**src/rtl/loop_ctrl_pkg.sv**
```systemverilog
// Shared types for the clockless loop entry/exit steering block.
// State encoding is fixed so that the unused code (2'b11) can be recognised and recovered.
package loop_ctrl_pkg;

  typedef enum logic [1:0] {
    IDLE = 2'b00,
    LOOP = 2'b01,
    EXIT = 2'b10,
    ILL  = 2'b11
  } state_t;

  localparam int CNT_W_DEF = 8;

endpackage

```
**src/rtl/async_dcnt.sv**
```systemverilog
// Down-counter stepped on the falling edge of ev, with async clear and synchronous-to-ev load.
// Holds at zero rather than wrapping; zero is flagged combinationally.
module async_dcnt
  import loop_ctrl_pkg::*;
#(
  parameter int W = CNT_W_DEF
) (
  input  logic         clr,
  input  logic         ev,
  input  logic         ld,
  input  logic [W-1:0] ld_val,
  output logic         zero
);

  logic [W-1:0] cnt;

  always_ff @(posedge clr or negedge ev) begin
    if (clr) begin
      cnt <= '0;
    end else if (ld) begin
      cnt <= ld_val;
    end else if (!zero) begin
      cnt <= cnt - W'(1);
    end
  end

  assign zero = (cnt == '0);

endmodule

```
**src/rtl/loop_ctrl.sv**
```systemverilog
// Clockless loop entry/exit steering: req1 enters, req2 loops back iterN-1 times, then exits on done.
// Optional macro LOOP_CTRL_IDX_EN adds the idx output (completed body passes).
module loop_ctrl
  import loop_ctrl_pkg::*;
#(
  parameter int CNT_W = CNT_W_DEF
) (
  input  logic             rstReq,
  output logic             rstFin,
  input  logic             req1,
  input  logic [CNT_W-1:0] iterN,
  input  logic             req2,
  output logic             fin,
  output logic             done
`ifdef LOOP_CTRL_IDX_EN
  ,
  output logic [CNT_W-1:0] idx
`endif
);

  state_t           st;
  state_t           st_nxt;
  logic             blk;
  logic             arm;
  logic             r1;
  logic             step;
  logic             ld;
  logic             cnt_zero;
  logic             iter_zero;
  logic [CNT_W-1:0] ld_val;

  // blk masks a req1 that is still high when reset releases; it clears once
  // reset and req1 are both low, i.e. on the falling edge of arm.
  assign arm = rstReq | req1;
  assign r1  = req1 & ~blk;

  always_ff @(posedge rstReq or negedge arm) begin
    if (rstReq) begin
      blk <= 1'b1;
    end else begin
      blk <= 1'b0;
    end
  end

  assign iter_zero = (iterN == '0);
  assign ld_val    = (iterN <= CNT_W'(1)) ? '0 : iterN - CNT_W'(2);
  assign rstFin    = (st == IDLE);

  // step is the one request the current state follows; its falling edge advances the FSM.
  always_ff @(posedge rstReq or negedge step) begin
    if (rstReq) begin
      st <= IDLE;
    end else begin
      st <= st_nxt;
    end
  end

  always_comb begin
    st_nxt = st;
    step   = 1'b0;
    fin    = 1'b0;
    done   = 1'b0;
    ld     = 1'b0;
    case (st)
      IDLE: begin
        step = r1;
        ld   = 1'b1;
        fin  = r1 & ~iter_zero;
        done = r1 & iter_zero;
        if (iter_zero) begin
          st_nxt = IDLE;
        end else if (iterN == CNT_W'(1)) begin
          st_nxt = EXIT;
        end else begin
          st_nxt = LOOP;
        end
      end
      LOOP: begin
        step   = req2;
        fin    = req2;
        st_nxt = cnt_zero ? EXIT : LOOP;
      end
      EXIT: begin
        step   = req2;
        done   = req2;
        st_nxt = IDLE;
      end
      default: begin
        step   = req1 | req2;
        st_nxt = IDLE;
      end
    endcase
    if (rstReq) begin
      fin  = 1'b0;
      done = 1'b0;
    end
  end

  async_dcnt #(.W(CNT_W)) u_cnt (
    .clr    (rstReq),
    .ev     (step),
    .ld     (ld),
    .ld_val (ld_val),
    .zero   (cnt_zero)
  );

`ifdef LOOP_CTRL_IDX_EN
  always_ff @(posedge rstReq or negedge step) begin
    if (rstReq) begin
      idx <= '0;
    end else if (st == IDLE && !iter_zero) begin
      idx <= CNT_W'(1);
    end else if (st == LOOP) begin
      idx <= idx + CNT_W'(1);
    end
  end
`endif

endmodule

```
**config.mk**
```make
export PLATFORM = sky130hd
export DESIGN_NAME = loop_ctrl
export DESIGN_NICKNAME = d
export VERILOG_FILES = /design/src/rtl/loop_ctrl_pkg.sv /design/src/rtl/async_dcnt.sv /design/src/rtl/loop_ctrl.sv
export SDC_FILE = /design/constraint.sdc
export NUM_CORES = 1
export LEC_CHECK = 0
export BUFFER_PORTS_ARGS = -buffer_cell sky130_fd_sc_hd__buf_2
export CELL_PAD_IN_SITES_DETAIL_PLACEMENT = 2
export CELL_PAD_IN_SITES_GLOBAL_PLACEMENT = 2
export CORE_AREA = 4 4 56 58
export CTS_CLUSTER_SIZE = 8
export DETAILED_ROUTE_END_ITERATION = 12
export DIE_AREA = 0 0 60 62
export HOLD_SLACK_MARGIN = 0.02
export MAX_ROUTING_LAYER = met4
export PLACE_DENSITY_LB_ADDON = 0.1
export SYNTH_ARGS = -nofsm -noshare
export SYNTH_HDL_FRONTEND = slang
export SYNTH_SLANG_ARGS = --single-unit
```
**constraint.sdc**
```tcl
create_clock -name vclk -period 1.82
set_clock_uncertainty 0.05 [all_clocks]
set_input_delay 0.364 -clock vclk [all_inputs]
set_output_delay 0.364 -clock vclk [all_outputs]
set_load 0.005 [all_outputs]
```
==> metrics.cfg <==
[synthesis]
synth-seq-area-share_pct = 33.5
synth.avg_cell_area_um2 = 8.77
netlist_area_um2 = 825
postSynthNetCount = 111
edff_count_synth = 0
ys_dominant_reg_cell = dfrtn_1
yosysWarningCount = 0
synth_top_cell_area_share_pct = 30.3
yosysTopAreaCell = dfrtn_1
yosysUniqueCellTypes = 29
synth_area_leaders = dfrtn_1 (30%), ha_1 (9.1%), a21oi_1 (5.5%), nand2_1 (5.5%), mux2i_1 (4.9%)
synth_top_cells_by_count = nand2_1 (12), dfrtn_1 (10), a21oi_1 (9), nor2_1 (9), inv_1 (7)
count_leader_synth = nand2_1
synth-async-reset-ratio_pct = 100
postSynthCellCount = 94
register_bit_total_from_synthesis = 11

[cells_and_area]
layout-area-overhead-vs-synth_pct = 23.1
final.fill_count = 314
layout.nets = 134
total_area_of_multi_input_combinational_cells_um2 = 527
antennaDiodeCount = 0
seq_area_um2 = 277
fraction_of_final_layout_cells_sized_beyond_drive_strength_1_pct = 26.1

[worst_setup_path]
cp_max_fo = 2
slowest_cp_cell = or3_1
critical_path_required_ns = 1.41
arrival_ns = 1.48
worstSetupEndpointType = output port
critical_path.startpoint_type = input pin
timing.setup.critical_path_class = in -> out
timing.critical_path.cells = buf_8, nor4_4, nand3b_1, or3_1, a21oi_1, buf_2
crit_path_max_incr_delay_ns = 0.36

[routing]
drc = 0
via_count = 726
initialDrtViolationCount = 16
routed_wire_length_um = 2070
ant_nets = 0
detailedRoute.firstPassIterationCount = 3
vias_per_cell = 4.97
route.detailed.wl_per_inst_um = 14.2

[status]
violations = negative setup slack
run_status = complete, but fails checks

[timing]
worst_slew_margin_rel_pct = 63.6
untimed_endpoints = 11
maxClockFrequency_mhz = 528
unclocked_regs = 11
hold_violations = 0
worst_pin_slew_ns = 0.546
setup_tns_ns = -0.0750
final.period_utilization_pct = 104
final-max-slew-violation-count = 0
worst_slack_ns = -0.0750
rsz0062_at_grt = yes
finalCriticalPeriod_ns = 1.90
finalSetupViolations = 1

[placement]
dp_worst_setup_slack_ns = -0.146
gp_routability_congestion = 0.738
hpwl_um = 1810
place.port_buffers = 14

[global_route]
grt_use_met1_pct = 17.6
grt_first_pass_wirelength_um = 3560
met2_usage_pct = 22.5
grt_remaining_overflow = 0
grt_most_used_layer = met2
grt.total_usage_pct = 12.7
gr_layer_usage_met3_pct = 0
antenna_found_initial = 0
grt_start_max_net_pins = 15
via_count_of_the_first_global_routing_pass = 779

[power_and_ir_drop]
power.total_mw = 0.0668
peakVddDrop_uv = 37.6
power.leakage_nw = 0.451
power-per-cell-area_mw_per_mm2 = 65.8

[die]
die_w_um = 60
start_util_pct = 31.0
boundaryPins = 14
floorplan.die.height_um = 62
fp-row-count = 19
total_die_area_mm2 = 0.00372
core_region_area_mm2 = 0.00266

[flow_run]
timing.max_cap.violations = 0

[hold_path]
hp-class = in -> out

==> path summary, 6_finish.rpt <==
| check | start | endpoint | slack [ns] | cells past startpoint |
|---|---|---|---|---|
| max | iterN[3] | done | -0.08 | 6 |
| min | rstReq | fin | 0.94 | 3 |
==> state kept, by name, indices dropped and copies added, names as in the netlist <==
name       flops
blk            1
st             2
u_cnt.cnt      8
==> logic make-up after synthesis <==
logic type / count (synthesis) / share of synthesized area [%]
compound gates: 20 / 14.9
xor+xnor: 5 / 5.31
fa+ha+maj: 6 / 9.10
buf+inv: 8 / 3.64
flops: 11 / 33.5
mux: 4 / 4.86
other cells: 1 / 0.455
simple gates: 39 / 28.2
==> cell usage in the layout, fill, tap and decap left out, types with 2 or more instances in the layout <==
master     n
buf_4      8
nor2b_1    3
buf_2     12
nand3b_1   3
mux2i_1    4
dfrtn_1   10
inv_1      7
nor4b_2    2
o21ai_0    3
nor2_1     9
nand2_1   12
nor3_1     3
o22ai_1    3
a21oi_1    9
ha_1       6
xnor2_1    4
==> per-layer routing <==
metal / vias up / part of all wire, %
li1: 373 / -
met1: 346 / 48
met2: 7 / 51
met3: 0 / 1.2
met4: 0 / 0
met5: - / 0
==> power by group <==
group | switching (mW) | internal [mW]
Combinational | 0.0323 | 0.0321
Sequential | 0.0000795 | 0.00230
Clock | 0 | 0
Total | 0.0324 | 0.0344
==> per-stage QoR <==
step	util [%]	instance area, µm²	cells	hold WS [ns]
finish	38.1	1010	146	0.941
global route	38.1	1010	146	0.968
CTS	37.5	997	145	0.948
detailed placement	36.6	975	144	0.948
global placement	36.6	975	144	0.943
floorplan	-	825	94	0.706
==> cell type report <==
type,instances,area share [%]
inverters,7,2.59
repair buffers,22,14.4
flip-flops and latches,11,27.3
multi-input cells,75,51.9
well taps,31,3.82
==> critical path, delay by kind of cell <==
family	cells	cell delay, ns
AOI/OAI and AO/OA	1	0.12
and+or+nand+nor	3	0.77
buffers and inverters	2	0.22
==> timing repair <==
item | 4_1_cts | 5_1_grt
pin swaps | 1 | 3
cloned | 0 | 0
endpoints found under the setup margin | 2 | 2
buffers inserted | 1 | 1
hold buffers | 0 | 0
gates resized for setup | 3 | 3
Note: power is estimated with default switching activity, not from simulation.
